<file path="config.mk">
export PLATFORM = sky130hd
export DESIGN_NAME = apb_xfer_ctrl
export DESIGN_NICKNAME = d
export VERILOG_FILES = /design/src/rtl/apb_xfer_ctrl.sv
export SDC_FILE = /design/constraint.sdc
export NUM_CORES = 1
export LEC_CHECK = 0
export BUFFER_PORTS_ARGS = -buffer_cell sky130_fd_sc_hd__buf_2
export CORE_ASPECT_RATIO = 1.4
export CORE_MARGIN = 5
export CORE_UTILIZATION = 45
export DETAILED_ROUTE_END_ITERATION = 8
export HOLD_SLACK_MARGIN = 0.03
export PLACE_DENSITY = 0.76
export SYNTH_ARGS = -nofsm -noshare
export SYNTH_HDL_FRONTEND = slang
export SYNTH_SLANG_ARGS = --single-unit
</file>
<file path="constraint.sdc">
create_clock -name pclk -period 1.5 [get_ports pclk]
set_input_delay 0.075 -clock pclk [delete_from_list [all_inputs] [get_ports pclk]]
set_output_delay 0.075 -clock pclk [all_outputs]
set_load 0.05 [all_outputs]
</file>
<file path="src/rtl/apb_xfer_ctrl.sv">
// apb_xfer_ctrl: APB requester that turns one upstream request at a time
// into a SETUP/ACCESS transfer on a shared bus and returns one response beat.
// Optional ACCESS-phase timeout is compiled in with `define APB_TIMEOUT_EN.
module apb_xfer_ctrl #(
  parameter int NSLV    = 2,
  parameter int SEL_LSB = 5,
  parameter int TIMEOUT = 15
) (
  input  logic              pclk,
  input  logic              preset,
  input  logic              req_valid,
  output logic              req_ready,
  input  logic              req_write,
  input  logic [7:0]        req_addr,
  input  logic [7:0]        req_wdata,
  output logic              resp_valid,
  output logic [7:0]        resp_rdata,
  output logic              resp_err,
  output logic [NSLV-1:0]   psel,
  output logic              penable,
  output logic              pwrite,
  output logic [7:0]        paddr,
  output logic [7:0]        pwdata,
  input  logic [NSLV*8-1:0] prdata,
  input  logic [NSLV-1:0]   pready
);

  typedef enum logic [1:0] {IDLE, SETUP, ACCESS, RESP} state_t;

  localparam logic [7:0] OFF_MASK = 8'((1 << SEL_LSB) - 1);

  state_t            state_q, state_d;
  logic [NSLV-1:0]   psel_q, psel_d;
  logic              penable_q, penable_d;
  logic              pwrite_q, pwrite_d;
  logic [7:0]        paddr_q, paddr_d;
  logic [7:0]        pwdata_q, pwdata_d;
  logic              resp_valid_q, resp_valid_d;
  logic [7:0]        resp_rdata_q, resp_rdata_d;
  logic              resp_err_q, resp_err_d;
`ifdef APB_TIMEOUT_EN
  logic [7:0]        cnt_q, cnt_d;
`endif

  logic [7:0]        idx_full;
  logic              dec_ok;
  logic [NSLV-1:0]   dec_onehot;
  logic              pready_sel;
  logic [7:0]        rdata_sel;

  // Slave index from the upper address bits; out-of-range indices are decode errors.
  assign idx_full = req_addr >> SEL_LSB;
  assign dec_ok   = (idx_full < 8'(NSLV));

  generate
    for (genvar gi = 0; gi < NSLV; gi++) begin : g_dec
      assign dec_onehot[gi] = (idx_full == 8'(gi));
    end
  endgenerate

  // Only the selected slave's ready matters; psel_q is one-hot or zero.
  assign pready_sel = |(pready & psel_q);

  // Read-data mux steered by the held slave select.
  always_comb begin
    rdata_sel = '0;
    for (int i = 0; i < NSLV; i++) begin
      if (psel_q[i]) rdata_sel = rdata_sel | prdata[8*i +: 8];
    end
  end

  assign req_ready  = (state_q == IDLE) && !preset;
  assign psel       = psel_q;
  assign penable    = penable_q;
  assign pwrite     = pwrite_q;
  assign paddr      = paddr_q;
  assign pwdata     = pwdata_q;
  assign resp_valid = resp_valid_q;
  assign resp_rdata = resp_rdata_q;
  assign resp_err   = resp_err_q;

  // Next-state and next-output computation; every output is loaded one edge ahead.
  always_comb begin
    state_d      = state_q;
    psel_d       = psel_q;
    penable_d    = penable_q;
    pwrite_d     = pwrite_q;
    paddr_d      = paddr_q;
    pwdata_d     = pwdata_q;
    resp_valid_d = 1'b0;
    resp_rdata_d = resp_rdata_q;
    resp_err_d   = resp_err_q;
`ifdef APB_TIMEOUT_EN
    cnt_d        = cnt_q;
`endif
    case (state_q)
      IDLE: begin
        if (req_valid) begin
          if (dec_ok) begin
            psel_d   = dec_onehot;
            pwrite_d = req_write;
            paddr_d  = req_addr & OFF_MASK;
            pwdata_d = req_wdata;
            state_d  = SETUP;
          end else begin
            // No bus activity: answer the bad address straight away.
            resp_valid_d = 1'b1;
            resp_err_d   = 1'b1;
            resp_rdata_d = '0;
            state_d      = RESP;
          end
        end
      end
      SETUP: begin
        penable_d = 1'b1;
`ifdef APB_TIMEOUT_EN
        cnt_d     = '0;
`endif
        state_d   = ACCESS;
      end
      ACCESS: begin
        if (pready_sel) begin
          resp_valid_d = 1'b1;
          resp_err_d   = 1'b0;
          resp_rdata_d = pwrite_q ? 8'h00 : rdata_sel;
          psel_d       = '0;
          penable_d    = 1'b0;
          state_d      = RESP;
`ifdef APB_TIMEOUT_EN
        end else if (cnt_q == 8'(TIMEOUT)) begin
          // Slave never answered: release the bus and report an error.
          resp_valid_d = 1'b1;
          resp_err_d   = 1'b1;
          resp_rdata_d = '0;
          psel_d       = '0;
          penable_d    = 1'b0;
          state_d      = RESP;
        end else begin
          cnt_d = cnt_q + 8'd1;
`endif
        end
      end
      RESP: begin
        state_d = IDLE;
      end
      default: begin
        state_d = IDLE;
      end
    endcase
  end

  // State and output registers; reset abandons any in-flight transfer silently.
  always_ff @(posedge pclk) begin
    if (preset) begin
      state_q      <= IDLE;
      psel_q       <= '0;
      penable_q    <= 1'b0;
      pwrite_q     <= 1'b0;
      paddr_q      <= '0;
      pwdata_q     <= '0;
      resp_valid_q <= 1'b0;
      resp_rdata_q <= '0;
      resp_err_q   <= 1'b0;
`ifdef APB_TIMEOUT_EN
      cnt_q        <= '0;
`endif
    end else begin
      state_q      <= state_d;
      psel_q       <= psel_d;
      penable_q    <= penable_d;
      pwrite_q     <= pwrite_d;
      paddr_q      <= paddr_d;
      pwdata_q     <= pwdata_d;
      resp_valid_q <= resp_valid_d;
      resp_rdata_q <= resp_rdata_d;
      resp_err_q   <= resp_err_d;
`ifdef APB_TIMEOUT_EN
      cnt_q        <= cnt_d;
`endif
    end
  end

endmodule

</file>
==> After elaboration in Yosys (flattened, before gate mapping) <==
Index checks and enable logic that the tools add are counted.
{ "word_totals": {"reg_bits": 29, "output_inout_bits": 31, "wordCells": 56} }
{ "op_classes": {"n_lt_le_gt_ge": 1, "eq_ne": 8, "n_mux": 24, "bitwise_logic": 2, "n_reduce_logical": 12} }
{ "ops": {"columns": ["op", "n"], "rows": [
  ["$mux W8", 6],
  ["$pmux W8 S2", 1],
  ["$mux W2", 6],
  ["$logic_not A8 Y1", 1],
  ["$ne A2 B2 Y1 const B", 4],
  ["$or A8 B8 Y8", 1],
  ["$pmux W2 S4", 1],
  ["$reduce_and A4 Y1", 2],
  ["$mux W1", 6],
  ["$pmux W1 S2", 3],
  ["$eq A2 B2 Y1 const B", 2],
  ["$pmux W2 S2", 1],
  ["$reduce_and A2 Y1", 2],
  ["$reduce_bool A2 Y1", 2],
  ["$eq A3 B1 Y1 const B", 1],
  ["$lt A3 B2 Y1 const B", 1],
  ["$reduce_and A3 Y1", 1],
  ["$and A2 B2 Y2", 1],
  ["$eq A2 B1 Y1 const B", 1],
  ["$logic_not A2 Y1", 1],
  ["$reduce_or A2 Y1", 1],
  ["$logic_and A1 B1 Y1", 1],
  ["$logic_not A1 Y1", 1]
]} }

==> Longest topological paths before layout <==
Gate-level depths: netlist of run 1.
{ "logic_depth": {"word_depth": 6, "mapped_depth": 7, "depth_no_buf": 5} }

==> Worst setup path before layout of run 1 <==
OpenSTA, ideal clock, no wires.
{ "synth_timing": {"path_type": "reg-to-reg", "startpoint": "register psel_q[0], in the netlist psel[0]", "endpoint": "register resp_rdata_q[0], in the netlist resp_rdata[0]", "t_arrival_ns": 1.428, "t_required_ns": 1.428, "path_slack_ns": 0.000, "path_stages_with_launch": 6, "path_buffers": 2, "period_less_slack_ns": 1.500, "path_cell_list": "dfxtp_1 > buf_6 > a22oi_4 > a22oi_2 > buf_6 > mux2i_1"} }
{ "synth_between": {"elab_chain_cells": 6, "elab_cells_between_ends": 10, "cone_classes": "eq/ne: 1; mux: 5; bitwise: 2; reduce/logical: 2"} }
{ "synth_rtl": {"columns": ["item", "line_no", "text"], "rows": [
  ["from (decl)", "33", "logic [NSLV-1:0] psel_q, psel_d;"],
  ["from (signal assigned)", "169", "psel_q <= psel_d;"],
  ["$mux W8", "68", "if (psel_q[i]) rdata_sel = rdata_sel | prdata[8*i +: 8];"],
  ["$or A8 B8 Y8", "68", null],
  ["$mux W8", "68", null],
  ["$mux W8", "125", "resp_rdata_d = pwrite_q ? 8'h00 : rdata_sel;"],
  ["$mux W8", "122", "if (pready_sel) begin"],
  ["$pmux W8 S2", "96", "case (state_q)"],
  ["to (signal assigned)", "175", "resp_rdata_q <= resp_rdata_d;"],
  ["to (decl)", "39", "logic [7:0] resp_rdata_q, resp_rdata_d;"]
]} }
Parallel ways exist; a longest one is shown, timed or not. The select of a mux whose other input is x is not followed.
A chain may end at the register's enable or synchronous reset.

==> Final worst setup path of run 1 <==
{ "layout_timing": {"startpoint": "register state_q[1]", "endpoint": "output port req_ready"} }
{ "layout_between": {"elab_chain_cells": 2} }
{ "layout_rtl": {"columns": ["item", "line_no", "text"], "rows": [
  ["from (decl)", "32", "state_t state_q, state_d;"],
  ["from (signal assigned)", "168", "state_q <= state_d;"],
  ["$logic_not A2 Y1", "72", "assign req_ready = (state_q == IDLE) && !preset;"],
  ["$logic_and A1 B1 Y1", "72", null],
  ["to (decl)", "12", "output logic req_ready,"]
]} }
No other way between the ends.

==> summary.json, run 1 <==
{
  "initial_utilization_pct": 47.44,
  "area_delta_synth_final_pct": 34.94,
  "crit_fanout": 7,
  "crit_path_max_incr_delay_ns": 0.34,
  "globalRoute.totalOverflow": 0,
  "floorplan.rows": 23,
  "dieHeight_um": 75.50,
  "cts-buffers-inserted": 5,
  "clk_pin_slew_ns": 0.05,
  "detail_route.wl_per_cell_um": 12.92,
  "design.core.area_sq_mm": 0.002907,
  "grtUsageTotal_pct": 16.63,
  "largest_net_degree_at_the_start_of_global_routing": 22,
  "post_synth_inst_count": 159,
  "drive_above_1_share_pct": 37.99,
  "worst_ep_required_time_ns": 1.42,
  "clock_tree_sinks": 29,
  "cts_root_buf": "clkbuf_8",
  "nNetsFinal": 270,
  "achievable-frequency_mhz": 700.3,
  "grt_pass1_vias": 1299,
  "clock_skew_ns": 0.002865,
  "finalCoreUtilization_pct": 64.01,
  "cellLeakagePower_nw": 0.8654,
  "result_of_the_run": "completed",
  "die_w_um": 56.78,
  "io_buffer_count": 65,
  "dp_slack_ns": -0.004989,
  "h-tree-depth": 2,
  "antenna_found_initial": 0,
  "ctsLongestPathBuffers": 2,
  "crit_chain": "inv_1, ha_2, nor2b_1, clkbuf_4",
  "detailedRoute.firstIterationViolations": 42,
  "power.ir.vdd_worst_mv": 0.9602,
  "dr_total_vias": 1324,
  "clock_latency_ns": 0.27,
  "antennaDiodeCount": 0,
  "report.final.slew_viol_count": 0,
  "dpl.hpwl_um": 2593,
  "final.fill_count": 285,
  "period_needed_ns": 1.428,
  "dieArea_sq_mm": 0.004287,
  "pin_count": 69,
  "max_cap_violations": 0,
  "routed_wl_um": 3436,
  "critical_path.endpoint_type": "primary output",
  "gpl_congestion": 0.7503,
  "syn-cell-area_sq_mm": 0.001379,
  "netlist-cell-type-count": 30,
  "firstDrtPassIters": 4,
  "critical_path.slowest_cell": "dfxtp_2",
  "cts_tree": "built",
  "final_setup_tns_ns": 0,
  "postLayoutSetupSlackWorst_ns": 0.07200,
  "remaining_drcs": 0,
  "holdCritPathClass": "in2reg",
  "via_per_inst": 4.977,
  "avgSynthCellArea_sq_um": 8.672,
  "final-hold-violation-count": 0,
  "synth_warnings": 0,
  "synth_seq_cells": 29,
  "setup.worst_path.start_class": "register",
  "setup-violations-final": 0,
  "crit_type": "reg2out",
  "final_min_period_over_clock_period_pct": 95.20,
  "cellPowerDensity_mw_per_mm2": 1328,
  "antenna_left": 0,
  "post-layout-total-power_w": 0.002471,
  "grt_first_pass_wirelength_um": 5540,
  "synth_seq_area_share_pct": 42.11,
  "critPathArrivalTime_ns": 1.35
}
metal layers:
layer  up-vias  GRT usage [%]  part of all wire (%)
met5         -              0                     0
met3         6          7.797                    13
met2        61          29.43                    49
met4         0          8.247                   1.0
li1        668              -                     -
met1       589          16.53                    37
state kept, by name, summed over array words and instances, names as in the netlist:
register    count
pwrite          1
resp_err        1
state_q         2
pwdata          8
resp_rdata      8
penable         1
paddr           5
psel            2
resp_valid      1
path summary, 6_finish.rpt:
check	from	slack (ns)	cells past startpoint	to
max	state_q[1]$_SDFFE_PP0P_	0.07	4	req_ready
min	req_wdata[0]	0.04	3	pwdata[0]$_SDFFE_PP0P_
min reg2reg	paddr[3]$_SDFFE_PP0P_	0.45	2	paddr[3]$_SDFFE_PP0P_
max reg2reg	state_q[1]$_SDFFE_PP0P_	0.09	6	resp_rdata[5]$_SDFFE_PP0P_
kinds of logic (layout without fill, tap and decap cells):
group	after synthesis	after routing	share of synthesized area (%)
simple gates	64	64	21.05
compound gates	34	34	17.60
flops	29	29	42.11
buf+inv	16	84	7.350
mux	11	11	7.986
fa+ha+maj	4	4	3.630
other cells	1	3	0.2720
critical path, delay by kind of cell (launching register included):
| family | cells | cell delay (ns) |
|---|---|---|
| flip-flops | 1 | 0.34 |
| adder cells (fa/ha/maj) | 1 | 0.25 |
| AND/OR/NAND/NOR | 1 | 0.15 |
| buffers and inverters | 2 | 0.34 |
metrics by stage:
| stage | instance area (sq um) | hold WS [ns] | instances |
|---|---|---|---|
| global placement | 1729 | 0.3158 | 257 |
| finish | 1861 | 0.03740 | 266 |
| global route | 1861 | 0.04025 | 266 |
| floorplan | 1386 | 0.2110 | 161 |
| detailed placement | 1729 | 0.3247 | 257 |
| CTS | 1822 | 0.03032 | 266 |
power by group:
group | internal, W | total (W) | switching [W]
Clock | 0.000328 | 0.000586 | 0.000258
Combinational | 0.000405 | 0.000991 | 0.000586
Sequential | 0.000847 | 0.000895 | 0.0000479
Total | 0.00158 | 0.00247 | 0.000891
layout by cell type, fill, tap and decap left out, types with 2 or more instances in the layout:
cell type / n
buf_2: 64
nand2_1: 51
dfxtp_1: 27
a21oi_1: 17
mux2i_1: 11
a22o_1: 8
clkbuf_8: 5
inv_1: 3
conb_1: 3
clkbuf_1: 3
buf_4: 3
nor2b_1: 2
nand4bb_1: 2
nor2_1: 2
ha_2: 2
buf_6: 2
dfxtp_2: 2
final cells by class:
class | instances | area, sq um | area share, %
inverter | 4 | 15.01 | 0.8070
clock buffer | 8 | 80.08 | 4.304
sequential | 29 | 583.1 | 31.34
multi-input combinational | 116 | 733.2 | 39.41
timing repair buffer | 72 | 402.9 | 21.65
tap | 37 | 46.29 | 2.488
cells in the mapped netlist:
cell / number / share of area (%)
buf_2: 3 / 1.1
dfxtp_1: 29 / 42
a22o_1: 8 / 5.1
a22oi_4: 1 / 1.5
buf_4: 4 / 2.2
ha_1: 4 / 3.6
nor2_1: 2 / 0.54
nand2b_1: 2 / 0.91
nor4_1: 1 / 0.45
o211a_1: 1 / 0.73
and2_1: 1 / 0.45
nor3b_2: 1 / 0.91
o21ai_0: 1 / 0.36
a22oi_2: 1 / 0.91
a22oi_1: 1 / 0.54
and4bb_2: 1 / 0.91
mux2i_1: 11 / 8.0
o22ai_1: 1 / 0.45
inv_1: 4 / 1.1
nand2_1: 51 / 14
buf_6: 3 / 2.4
or3_1: 1 / 0.45
nand4bb_1: 2 / 1.6
conb_1: 1 / 0.27
o32ai_1: 1 / 0.64
clkbuf_1: 2 / 0.54
a211o_1: 1 / 0.64
a21oi_1: 17 / 6.2
o211ai_1: 1 / 0.54
nor2b_1: 2 / 0.91
what timing repair did:
item	CTS	global route
resized for setup	1	11
setup endpoints to repair	1	25
hold buffers	1	0
buffers inserted	0	0
pin swaps	0	1
hold endpoints to repair	1	0
No activity file was read; power rests on OpenSTA's default activity.
==> run 2: changes to the inputs <==
==> constraint.sdc (replaced) <==
create_clock -name pclk -period 1.5 [get_ports pclk]
set_input_delay 0.075 -clock pclk [delete_from_list [all_inputs] [get_ports pclk]]
set_output_delay 0.075 -clock pclk [all_outputs]
set_load 0.005 [all_outputs]
==> run 2 against run 1 <==
Effect of this change: core utilization decreased by 0.086 points; sequential share of layout area about the same; combinational power is 21% lower; setup slack lost 0.0029 ns; design area down 0.13%; critical path type is now reg2reg; first-iteration DRC count increased by 19%; non-clock buffer count unchanged; flip-flop and latch count unchanged; global-route usage is the same; maximum frequency is 0.20% lower; die area stayed put.
==> summary.json, run 2 (synthesized netlist as in run 1, its figures left out) <==
{
  "post_layout_nonfiller_instances": {"value": 266, "change": "unchanged"},
  "firstDrtPassIters": {"value": 4, "change": "unchanged"},
  "place_area": {"value": 0.001729, "unit": "sq mm", "change": "unchanged"},
  "gpl_congestion": {"value": 0.7503, "change": "unchanged"},
  "holdCritPathClass": {"value": "in2reg", "change": "unchanged"},
  "grtUsageTotal": {"value": 16.63, "unit": "%", "change": "unchanged"},
  "cts_tree": {"value": "built", "change": "unchanged"},
  "h-tree-depth": {"value": 2, "change": "unchanged"},
  "design.core.area": {"value": 0.002907, "unit": "sq mm", "change": "unchanged"},
  "initial_utilization": {"value": 47.44, "unit": "%", "change": "unchanged"},
  "achievable-frequency": {"value": 698.9, "unit": "MHz", "change": "was 700.3 MHz"},
  "worst_hold_path.num_cells": {"value": 3, "change": "unchanged"},
  "post-layout-total-power": {"value": 0.002265, "unit": "W", "change": "was 0.002471 W"},
  "die_w": {"value": 56.78, "unit": "um", "change": "unchanged"},
  "cts_root_buf": {"value": "clkbuf_8", "change": "unchanged"},
  "p_int": {"value": 0.001575, "unit": "W", "change": "was 0.001580 W"},
  "power_switching": {"value": 0.0006906, "unit": "W", "change": "was 0.0008911 W"},
  "timing.rr.end": {"value": "resp_rdata[5]$_SDFFE_PP0P_", "change": "unchanged"},
  "crit_fanout": {"value": 4, "change": "was 7"},
  "cts-buffers-inserted": {"value": 5, "change": "unchanged"},
  "floorplan.rows": {"value": 23, "change": "unchanged"},
  "leading_cell_types_in_the_layout_fill_and_taps_excluded": {"value": "buf_2, nand2_1, dfxtp_1", "change": "unchanged"},
  "clk_pin_slew": {"value": 0.06, "unit": "ns", "change": "was 0.05 ns"},
  "routed_wl": {"value": 3438, "unit": "um", "change": "was 3436 um"},
  "part_of_the_total_power_dissipated_in_sequential_elements": {"value": 39.5, "unit": "%", "change": "was 36.2%"},
  "reg2reg_from": {"value": "state_q[1]$_SDFFE_PP0P_", "change": "unchanged"},
  "minimum_setup_slack_among_reg_to_reg_paths": {"value": 0.07, "unit": "ns", "change": "was 0.09 ns"},
  "antenna_found_initial": {"value": 0, "change": "unchanged"},
  "largest_net_degree_at_the_start_of_global_routing": {"value": 22, "change": "unchanged"},
  "dr_total_vias": {"value": 1319, "change": "was 1324"},
  "final_area": {"value": 0.001858, "unit": "sq mm", "change": "was 0.001861 sq mm"},
  "placed_cells_incl_taps": {"value": 257, "change": "unchanged"},
  "cell_depth_of_the_worst_flop_to_flop_path": {"value": 6, "change": "unchanged"},
  "report.final.slew_viol_count": {"value": 0, "change": "unchanged"},
  "drive_above_1_share": {"value": 37.99, "unit": "%", "change": "unchanged"},
  "clock_skew": {"value": 0.002953, "unit": "ns", "change": "was 0.002865 ns"},
  "detailedRoute.firstIterationViolations": {"value": 50, "change": "was 42"},
  "dieArea": {"value": 0.004287, "unit": "sq mm", "change": "unchanged"},
  "grt_first_pass_wirelength": {"value": 5540, "unit": "um", "change": "unchanged"},
  "area_delta_synth_final": {"value": 34.75, "unit": "%", "change": "was 34.94%"},
  "dp_slack": {"value": -0.004989, "unit": "ns", "change": "unchanged"},
  "globalRoute.totalOverflow": {"value": 0, "change": "unchanged"},
  "final.fill_count": {"value": 282, "change": "was 285"},
  "detail_route.wl_per_cell": {"value": 12.92, "unit": "um", "change": "about the same"},
  "grt_pass1_vias": {"value": 1299, "change": "unchanged"},
  "layout_commonest_cell": {"value": "buf_2", "change": "unchanged"},
  "io_buffer_count": {"value": 65, "change": "unchanged"},
  "critical_path.endpoint_type": {"value": "register", "change": "was primary output"},
  "clock_tree_sinks": {"value": 29, "change": "unchanged"},
  "pin_count": {"value": 69, "change": "unchanged"},
  "cellPowerDensity": {"value": 1219, "unit": "mW/mm^2", "change": "was 1328 mW/mm^2"},
  "antenna_left": {"value": 0, "change": "unchanged"},
  "total_setup_buffers_inserted_after_cts": {"value": 0, "change": "unchanged"},
  "period_needed": {"value": 1.431, "unit": "ns", "change": "was 1.428 ns"},
  "final-hold-violation-count": {"value": 0, "change": "unchanged"},
  "sw_frac_of_total": {"value": 30.49, "unit": "%", "change": "was 36.06%"},
  "clock_latency": {"value": 0.27, "unit": "ns", "change": "about the same"},
  "cellLeakagePower": {"value": 0.8654, "unit": "nW", "change": "about the same"},
  "dieHeight": {"value": 75.50, "unit": "um", "change": "unchanged"},
  "worst_hold_path.endpoint": {"value": "paddr[0]$_SDFFE_PP0P_", "change": "was pwdata[0]$_SDFFE_PP0P_"},
  "ctsLongestPathBuffers": {"value": 2, "change": "unchanged"},
  "nNetsFinal": {"value": 270, "change": "unchanged"},
  "remaining_drcs": {"value": 0, "change": "unchanged"},
  "p_clk_share": {"value": 25.8, "unit": "%", "change": "was 23.7%"},
  "final_setup_tns": {"value": 0, "unit": "ns", "change": "unchanged"},
  "postLayoutSetupSlackWorst": {"value": 0.06911, "unit": "ns", "change": "was 0.07200 ns"},
  "setup-violations-final": {"value": 0, "change": "unchanged"},
  "power.ir.vdd_worst": {"value": 0.9344, "unit": "mV", "change": "was 0.9602 mV"},
  "hold_path_startpoint": {"value": "req_addr[0]", "change": "was req_wdata[0]"},
  "final-seq-area": {"value": 583.1, "unit": "sq um", "change": "unchanged"},
  "dpl.hpwl": {"value": 2593, "unit": "um", "change": "unchanged"},
  "crit_type": {"value": "reg2reg", "change": "was reg2out"},
  "result_of_the_run": {"value": "completed", "change": "unchanged"},
  "final_min_period_over_clock_period": {"value": 95.39, "unit": "%", "change": "was 95.20%"},
  "multi_input_logic_area": {"value": 733.2, "unit": "sq um", "change": "unchanged"},
  "antennaDiodeCount": {"value": 0, "change": "unchanged"},
  "comb_power_share": {"value": 34.7, "unit": "%", "change": "was 40.1%"},
  "worst_ep_required_time": {"value": 1.71, "unit": "ns", "change": "was 1.42 ns"},
  "via_per_inst": {"value": 4.959, "change": "was 4.977"},
  "critPathArrivalTime": {"value": 1.64, "unit": "ns", "change": "was 1.35 ns"},
  "max_cap_violations": {"value": 0, "change": "unchanged"},
  "setup.worst_path.start_class": {"value": "register", "change": "unchanged"},
  "setup.worst_path.start": {"value": "state_q[1]$_SDFFE_PP0P_", "change": "unchanged"}
}
run 2: changes by cell type in the layout (fill, tap and decap cells not counted), sizes merged:
| cell | before | now |
|---|---|---|
| clkbuf | 9 | 8 |
| buf | 70 | 71 |
run 2: repair_timing:
action,CTS,global route
setup endpoints to repair,1,24
hold buffers,1,0
endpoints found under the hold margin,1,0
pin swaps,0,1
gates resized for setup,1,10
run 2: per-layer routing:
layer	GRT usage, %	wire length (um)
met5	0	0
met4	8.247	35
met3	7.797	435
met2	29.43	1677
met1	16.53	1290
run 2: power by group through the flow:
stage               sequential (W)  clock [W]  combinational [W]
floorplan                 0.000897          0           0.000492
global placement          0.000896          0           0.000685
detailed placement        0.000900          0           0.000696
CTS                       0.000884   0.000608           0.000705
global route              0.000904   0.000644           0.000877
finish                    0.000895   0.000585           0.000785
run 2: worst max-delay path by stage:
stage	end	cells after the start
after floorplan	state_q[0]$_SDFFE_PP0P_	5
after global placement	resp_rdata[3]$_SDFFE_PP0P_	6
after detailed placement	resp_rdata[5]$_SDFFE_PP0P_	6
after CTS	pwdata[7]$_SDFFE_PP0P_	5
after global routing	resp_rdata[5]$_SDFFE_PP0P_	6
final	resp_rdata[5]$_SDFFE_PP0P_	6
run 2: layout make-up:
| cell class | count | area share [%] |
|---|---|---|
| flip-flops and latches | 29 | 31.38 |
| multi-input cells | 116 | 39.46 |
| clock buffers | 8 | 4.310 |
| inverters | 4 | 0.8081 |
| well taps | 37 | 2.492 |
| repair buffers | 72 | 21.55 |
run 2: critical path: stages, from the launching register on:
cell	delay (ns)
dfxtp_2	0.34
inv_1	0.10
ha_2	0.22
o211ai_1	0.16
a22oi_2	0.22
buf_6	0.16
mux2i_1	0.17
run 2: through the flow:
step	util (%)	hold slack, ns
2_1_floorplan	-	0.2110
3_3_place_gp	59.49	0.3158
3_5_place_dp	59.49	0.3247
4_1_cts	62.68	0.03032
5_1_grt	63.93	0.04025
6_report	63.93	0.03911
